## src/rtl/fp_mul_pkg.sv

```systemverilog
// Shared constants and FSM encoding for the iterative single-precision multiplier.
// Imported by fp_mul; the shift-add core is generic and needs none of it.
package fp_mul_pkg;
    localparam int          FP_EXP_W   = 8;
    localparam int          FP_MAN_W   = 23;
    localparam int          FP_BIAS    = 127;
    localparam logic [31:0] FP_QNAN    = 32'h7FC0_0000;
    localparam logic [7:0]  FP_INF_EXP = 8'hFF;
    localparam logic [4:0]  MUL_LAST   = 5'd23;

    typedef enum logic [1:0] {
        ST_IDLE = 2'd0,
        ST_MUL  = 2'd1,
        ST_NORM = 2'd2,
        ST_RND  = 2'd3
    } state_t;
endpackage

```

## src/rtl/mul_shiftadd.sv

```systemverilog
// Unsigned radix-2 shift-add multiplier: one multiplier bit is consumed per enabled cycle.
// load clears the accumulator and captures both operands.
module mul_shiftadd #(
    parameter int DATA_W = 24
) (
    input  logic                  clk,
    input  logic                  rst,
    input  logic                  en,
    input  logic                  load,
    input  logic [DATA_W-1:0]     a,
    input  logic [DATA_W-1:0]     b,
    output logic [2*DATA_W-1:0]   product
);
    logic [2*DATA_W-1:0] a_sh_r;
    logic [2*DATA_W-1:0] acc_r;
    logic [DATA_W-1:0]   b_r;

    // Accumulate a<<i whenever bit i of b is set; b shifts right so bit i reaches b_r[0].
    always_ff @(posedge clk) begin
        if (rst) begin
            a_sh_r <= '0;
            b_r    <= '0;
            acc_r  <= '0;
        end else if (load) begin
            a_sh_r <= {{DATA_W{1'b0}}, a};
            b_r    <= b;
            acc_r  <= '0;
        end else if (en) begin
            if (b_r[0]) begin
                acc_r <= acc_r + a_sh_r;
            end
            a_sh_r <= {a_sh_r[2*DATA_W-2:0], 1'b0};
            b_r    <= {1'b0, b_r[DATA_W-1:1]};
        end
    end

    assign product = acc_r;
endmodule

```

## src/rtl/fp_mul.sv

```systemverilog
// Iterative IEEE-754 single-precision multiplier, round-to-nearest-even, denormals flushed.
// start latches operands; done rises 27 edges later with res and flags.
import fp_mul_pkg::*;

module fp_mul #(
    parameter int DATA_W = 32,
    parameter int EXP_W  = 8
) (
    input  logic              clk,
    input  logic              rst,
    input  logic              start,
    output logic              done,
    input  logic [DATA_W-1:0] op_a,
    input  logic [DATA_W-1:0] op_b,
    output logic              overflow,
    output logic              underflow,
    output logic              exception,
    output logic [DATA_W-1:0] res
);
    localparam logic signed [9:0] BIAS_E = 10'(2**(EXP_W-1)-1);

    state_t             state_r;
    logic [4:0]         cnt_r;
    logic               ld_r, sign_r, byp_r, byp_exc_r;
    logic [31:0]        byp_res_r;
    logic signed [9:0]  e_r;
    logic [23:0]        ma_r, mb_r, man_r;
    logic               guard_r, sticky_r;
    logic               done_r, ovf_r, unf_r, exc_r;
    logic [31:0]        res_r;
    logic [47:0]        prod_s;

    logic [7:0]         ea_s, eb_s;
    logic               a_zero_s, b_zero_s, a_inf_s, b_inf_s, a_nan_s, b_nan_s, sign_s;
    logic               byp_s, byp_exc_s;
    logic [31:0]        byp_res_s;
    logic signed [9:0]  e_s;

    assign ea_s     = op_a[30:23];
    assign eb_s     = op_b[30:23];
    assign sign_s   = op_a[31] ^ op_b[31];
    assign a_zero_s = (ea_s == 8'd0);
    assign b_zero_s = (eb_s == 8'd0);
    assign a_inf_s  = (ea_s == FP_INF_EXP) && (op_a[FP_MAN_W-1:0] == 23'd0);
    assign b_inf_s  = (eb_s == FP_INF_EXP) && (op_b[FP_MAN_W-1:0] == 23'd0);
    assign a_nan_s  = (ea_s == FP_INF_EXP) && (op_a[FP_MAN_W-1:0] != 23'd0);
    assign b_nan_s  = (eb_s == FP_INF_EXP) && (op_b[FP_MAN_W-1:0] != 23'd0);
    assign e_s      = $signed({2'b00, ea_s}) + $signed({2'b00, eb_s}) - BIAS_E;

    // Special and zero operands skip the arithmetic; their result is known at start.
    always_comb begin
        byp_s     = 1'b0;
        byp_exc_s = 1'b0;
        byp_res_s = 32'd0;
        if (a_nan_s || b_nan_s) begin
            byp_s     = 1'b1;
            byp_exc_s = 1'b1;
            byp_res_s = FP_QNAN;
        end else if ((a_inf_s && b_zero_s) || (b_inf_s && a_zero_s)) begin
            byp_s     = 1'b1;
            byp_exc_s = 1'b1;
            byp_res_s = FP_QNAN;
        end else if (a_inf_s || b_inf_s) begin
            byp_s     = 1'b1;
            byp_exc_s = 1'b1;
            byp_res_s = {sign_s, FP_INF_EXP, 23'd0};
        end else if (a_zero_s || b_zero_s) begin
            byp_s     = 1'b1;
            byp_exc_s = 1'b0;
            byp_res_s = {sign_s, 31'd0};
        end else begin
            byp_s     = 1'b0;
            byp_exc_s = 1'b0;
            byp_res_s = 32'd0;
        end
    end

    logic               inc_s;
    logic [24:0]        sum_s;
    logic signed [9:0]  ef_s;
    logic [31:0]        rnd_res_s;
    logic               rnd_ovf_s, rnd_unf_s;
    logic               unused_s;

    // Round-to-nearest-even; a carry out of the mantissa leaves frac zero and bumps the exponent.
    always_comb begin
        inc_s     = guard_r & (sticky_r | man_r[0]);
        sum_s     = {1'b0, man_r} + {24'd0, inc_s};
        ef_s      = sum_s[24] ? (e_r + 10'sd1) : e_r;
        rnd_res_s = 32'd0;
        rnd_ovf_s = 1'b0;
        rnd_unf_s = 1'b0;
        if (byp_r) begin
            rnd_res_s = byp_res_r;
        end else if (ef_s >= 10'sd255) begin
            rnd_res_s = {sign_r, FP_INF_EXP, 23'd0};
            rnd_ovf_s = 1'b1;
        end else if (ef_s <= 10'sd0) begin
            rnd_res_s = {sign_r, 31'd0};
            rnd_unf_s = 1'b1;
        end else begin
            rnd_res_s = {sign_r, ef_s[7:0], sum_s[22:0]};
        end
    end

    assign unused_s = sum_s[23];

    mul_shiftadd #(.DATA_W(24)) u_core (
        .clk     (clk),
        .rst     (rst),
        .en      ((state_r == ST_MUL) && !ld_r),
        .load    ((state_r == ST_MUL) && ld_r),
        .a       (ma_r),
        .b       (mb_r),
        .product (prod_s)
    );

    // Control FSM: a start in any state restarts; the first MUL cycle loads the core.
    always_ff @(posedge clk) begin
        if (rst) begin
            state_r   <= ST_IDLE;
            cnt_r     <= 5'd0;
            ld_r      <= 1'b0;
            sign_r    <= 1'b0;
            byp_r     <= 1'b0;
            byp_exc_r <= 1'b0;
            byp_res_r <= 32'd0;
            e_r       <= 10'sd0;
            ma_r      <= 24'd0;
            mb_r      <= 24'd0;
            man_r     <= 24'd0;
            guard_r   <= 1'b0;
            sticky_r  <= 1'b0;
            done_r    <= 1'b1;
            ovf_r     <= 1'b0;
            unf_r     <= 1'b0;
            exc_r     <= 1'b0;
            res_r     <= 32'd0;
        end else if (start) begin
            state_r   <= ST_MUL;
            cnt_r     <= 5'd0;
            ld_r      <= 1'b1;
            sign_r    <= sign_s;
            byp_r     <= byp_s;
            byp_exc_r <= byp_exc_s;
            byp_res_r <= byp_res_s;
            e_r       <= e_s;
            ma_r      <= a_zero_s ? 24'd0 : {1'b1, op_a[22:0]};
            mb_r      <= b_zero_s ? 24'd0 : {1'b1, op_b[22:0]};
            ovf_r     <= 1'b0;
            unf_r     <= 1'b0;
            exc_r     <= 1'b0;
        end else begin
            case (state_r)
                ST_IDLE: state_r <= ST_IDLE;
                ST_MUL: begin
                    if (ld_r) begin
                        ld_r   <= 1'b0;
                        done_r <= 1'b0;
                    end else if (cnt_r == MUL_LAST) begin
                        state_r <= ST_NORM;
                    end else begin
                        cnt_r <= cnt_r + 5'd1;
                    end
                end
                ST_NORM: begin
                    if (prod_s[47]) begin
                        man_r    <= prod_s[47:24];
                        guard_r  <= prod_s[23];
                        sticky_r <= |prod_s[22:0];
                        e_r      <= e_r + 10'sd1;
                    end else begin
                        man_r    <= prod_s[46:23];
                        guard_r  <= prod_s[22];
                        sticky_r <= |prod_s[21:0];
                    end
                    state_r <= ST_RND;
                end
                ST_RND: begin
                    res_r   <= rnd_res_s;
                    ovf_r   <= rnd_ovf_s;
                    unf_r   <= rnd_unf_s;
                    exc_r   <= byp_r & byp_exc_r;
                    done_r  <= 1'b1;
                    state_r <= ST_IDLE;
                end
                default: state_r <= ST_IDLE;
            endcase
        end
    end

    assign done      = done_r;
    assign overflow  = ovf_r;
    assign underflow = unf_r;
    assign exception = exc_r;
    assign res       = res_r;
endmodule

```

## config.mk

```make
export PLATFORM = sky130hd
export DESIGN_NAME = fp_mul
export DESIGN_NICKNAME = d
export VERILOG_FILES = /design/src/rtl/fp_mul_pkg.sv /design/src/rtl/mul_shiftadd.sv /design/src/rtl/fp_mul.sv
export SDC_FILE = /design/constraint.sdc
export NUM_CORES = 1
export LEC_CHECK = 0
export CELL_PAD_IN_SITES_DETAIL_PLACEMENT = 1
export CELL_PAD_IN_SITES_GLOBAL_PLACEMENT = 2
export CORE_AREA = 4 4 199 201
export CTS_CLUSTER_DIAMETER = 200
export DETAILED_ROUTE_END_ITERATION = 8
export DIE_AREA = 0 0 203 205
export MAX_ROUTING_LAYER = met4
export PLACE_DENSITY_LB_ADDON = 0.1
export SLEW_MARGIN = 5
export SYNTH_ARGS = -nofsm -noshare
export SYNTH_HDL_FRONTEND = slang
export SYNTH_SLANG_ARGS = --single-unit
```

## constraint.sdc

```tcl
create_clock -name clk -period 4.1 [get_ports clk]
set_clock_uncertainty 0.1 [all_clocks]
set_input_delay 0.82 -clock clk [delete_from_list [all_inputs] [get_ports clk]]
set_output_delay 0.82 -clock clk [all_outputs]
set_load 0.005 [all_outputs]
```

==> flow_summary.ini <==
[floorplanning]
die_h_um = 205
die_area_um2 = 41600
ios = 103
row_count = 71
initial_core_util_pct = 35.8
die_w_um = 203
coreArea_um2 = 37600

[yosys]
synthXorXnorAreaFrac_pct = 5.99
synth.distinct_cells = 70
async_flop_share_pct = 0
yosys.area_share.simple_pct = 17.3
synth_top_family_by_area = compound AO/OA/AOI/OAI gates
synth_nets = 1715
ys_seq_area_share_pct = 37.6
syn-cell-area_um2 = 13500
synth_compound_area_share_pct = 23.0
synthMuxAreaShare_pct = 5.59
synth-edff-count = 0
syn_area_per_cell_um2 = 8.53
yosysWarnings = 0
synthCells = 1578
yosys_most_used_dff = dfxtp_1
ys_ff_latch = 253
synth_adder_area_share_pct = 6.62

[layout]
area_delta_synth_final_pct = 18.4
n_fill_cell = 4370
n_antenna_cell = 0
layout_common_cells = 251 x dfxtp_1, 186 x nor2_1, 151 x nand2_1
postLayoutCellArea_um2 = 15900
drive_gt1_share_pct = 6.70
nets = 1756
layout.cells.non_filler = 2154
final_common_cell = dfxtp_1

[cts]
cts_tree = built
clock-sinks = 253
postCtsHoldBufs = 0
postCtsSetupBuffers = 0
h-tree-depth = 1
path_clk_slew_ns = 0.06
cts_inserted_buffers = 30
cts_buffer_depth = 3
post_cts_resized = 0
cts_root_buf = clkbuf_16
clk_latency_ns = 0.56

[route]
drc = 0
first_iter_violations = 532
routed-via-count = 11600
wl_per_cell_um = 18.6
routed_via_density = 5.38
postRouteAntennaNets = 0
dr.pass1.iters = 6
routed_wl_um = 40100

[worst_setup_path]
crit_end = res[0]$_SDFFE_PP0P_
worst_r2r_path_depth = 12
r2r_slack_ns = 0.58
reg2reg_to = res[0]$_SDFFE_PP0P_
startpoint_type = flip-flop
timing.rr.start = guard_r$_SDFFE_PP0P_
critPathArrivalTime_ns = 3.90
cp-end-kind = flip-flop
worstPathRequired_ns = 4.48
worst-setup-path-type = reg2reg
crit_fanout = 21
startpoint = guard_r$_SDFFE_PP0P_

[grt]
grt_use_total_pct = 19.4
grt_pass1_wl_um = 65000
grt_busiest_layer = met2
grtUsageMet2_pct = 32.1
grt_max_degree = 101
antenna_found_initial = 0
grt_util_met3_pct = 2.25
gr-total-overflow = 0
met1_usage_pct = 25.6
grt_pass1_vias = 12000

[flow_run]
maxCapViolations = 0

[sta]
slew_viol_final = 0
period_needed_ns = 3.52
worst_slack_ns = 0.577
worst_pin_slew_ns = 1.20
slew_headroom_pct = 19.9
hold_violations = 0
rsz0062_at_grt = no
timing.fmax_ghz = 0.284
finalSetupViolations = 0
tns_ns = 0
min_period_over_period_pct = 85.9

[place]
port_buffers = 102
place_hpwl_um = 29300
placed_cells = 2098
placed_cell_area_um2 = 14800
gp_congestion = 0.875
preCtsSetupSlack_ns = 0.533

[power]
vdd_ir_drop_max_v = 0.000293
leakage_nw = 5.99
p_per_area_nw_per_um2 = 387

[run_status]
status = finished, final reports clean

[worst_hold_path]
hp-class = reg2reg
[area by class of cell]
type	instances	area [µm²]	share of cell area, %
Clock buffer	42	887	5.57
Clock inverter	14	204	1.28
Inverter	22	82.6	0.518
Multi-Input combinational cell	1194	7920	49.7
Sequential cell	253	5070	31.8
Tap cell	511	639	4.01
Timing Repair Buffer	118	1140	7.14
[per-stage QoR]
stage	util, %	power, mW	hold slack (ns)
2_1_floorplan	-	3.09	0.326
3_3_place_gp	39.5	3.32	0.333
3_5_place_dp	39.5	3.34	0.344
4_1_cts	42.4	6.27	0.357
5_1_grt	42.4	6.45	0.376
6_report	42.4	6.17	0.352
[cell families after synthesis]
family | after synthesis
buf+inv | 131
xor+xnor | 92
flops | 253
simple gates | 509
mux | 75
fa+ha+maj | 70
compound gates | 448
[metal layers]
metal	vias up	share of wire (%)
met3	56	2.6
met1	5579	48
met2	142	47
met4	0	2.3
met5	-	0
li1	5812	-
[worst max-delay path, cell delays in order (launching register included)]
cell,delay [ns]
dfxtp_1,0.36
and2_1,0.18
ha_1,0.18
and3_1,0.24
nand4_1,0.13
or4_4,0.52
nor3_1,0.25
xnor2_1,0.16
nor2b_1,0.30
nand2_1,0.14
nor2_2,0.19
nand2_2,0.40
o21ai_0,0.27
[worst min path at each step]
stage	cells past startpoint	end	start	slack [ns]
2_1_floorplan	1	ma_r[23]$_SDFFE_PP0P_	ma_r[23]$_SDFFE_PP0P_	0.33
3_3_place_gp	1	mb_r[23]$_SDFFE_PP0P_	mb_r[23]$_SDFFE_PP0P_	0.33
3_5_place_dp	2	res[12]$_SDFFE_PP0P_	res[12]$_SDFFE_PP0P_	0.34
4_1_cts	2	res[12]$_SDFFE_PP0P_	res[12]$_SDFFE_PP0P_	0.36
5_1_grt	2	res[12]$_SDFFE_PP0P_	res[12]$_SDFFE_PP0P_	0.38
6_report	2	res[12]$_SDFFE_PP0P_	res[12]$_SDFFE_PP0P_	0.35
[synth_stat cells, types with 6 or more instances]
cell	number	area share [%]
nand3_1	34	1.3
inv_1	20	0.56
o21bai_1	7	0.39
nor2_1	188	5.2
dfxtp_1	253	38
a22oi_1	32	1.8
o21ai_0	41	1.5
a22o_1	52	3.4
a31oi_1	7	0.33
nand2_1	151	4.2
and2_1	12	0.56
mux2i_1	74	5.5
buf_1	15	0.42
nor4_1	20	0.93
nand4_1	34	1.6
a21oi_1	114	4.2
o21ai_2	21	1.4
and3_1	14	0.65
xnor2_1	54	3.5
and4_1	6	0.39
nor3_1	13	0.48
nor2b_1	8	0.37
nand2b_1	7	0.33
o21a_1	6	0.33
a211oi_1	92	5.1
xor2_1	38	2.5
ha_1	68	6.3
a21o_1	37	2.1
clkbuf_1	89	2.5
[flip-flops by register name, summed over array words and instances, names as in the netlist, 2 cells and up]
signal	flops
e_r	10
u_core.b_r	24
state_r	2
ma_r	24
byp_res_r	3
u_core.a_sh_r	48
man_r	24
u_core.product	48
cnt_r	5
mb_r	24
res	32
[power breakdown]
part           switching, mW  internal [mW]
registers             0.0997           2.56
clock network           1.08           1.82
logic                  0.352          0.269
total                   1.53           4.64
Note: power is estimated with default switching activity, not from simulation.
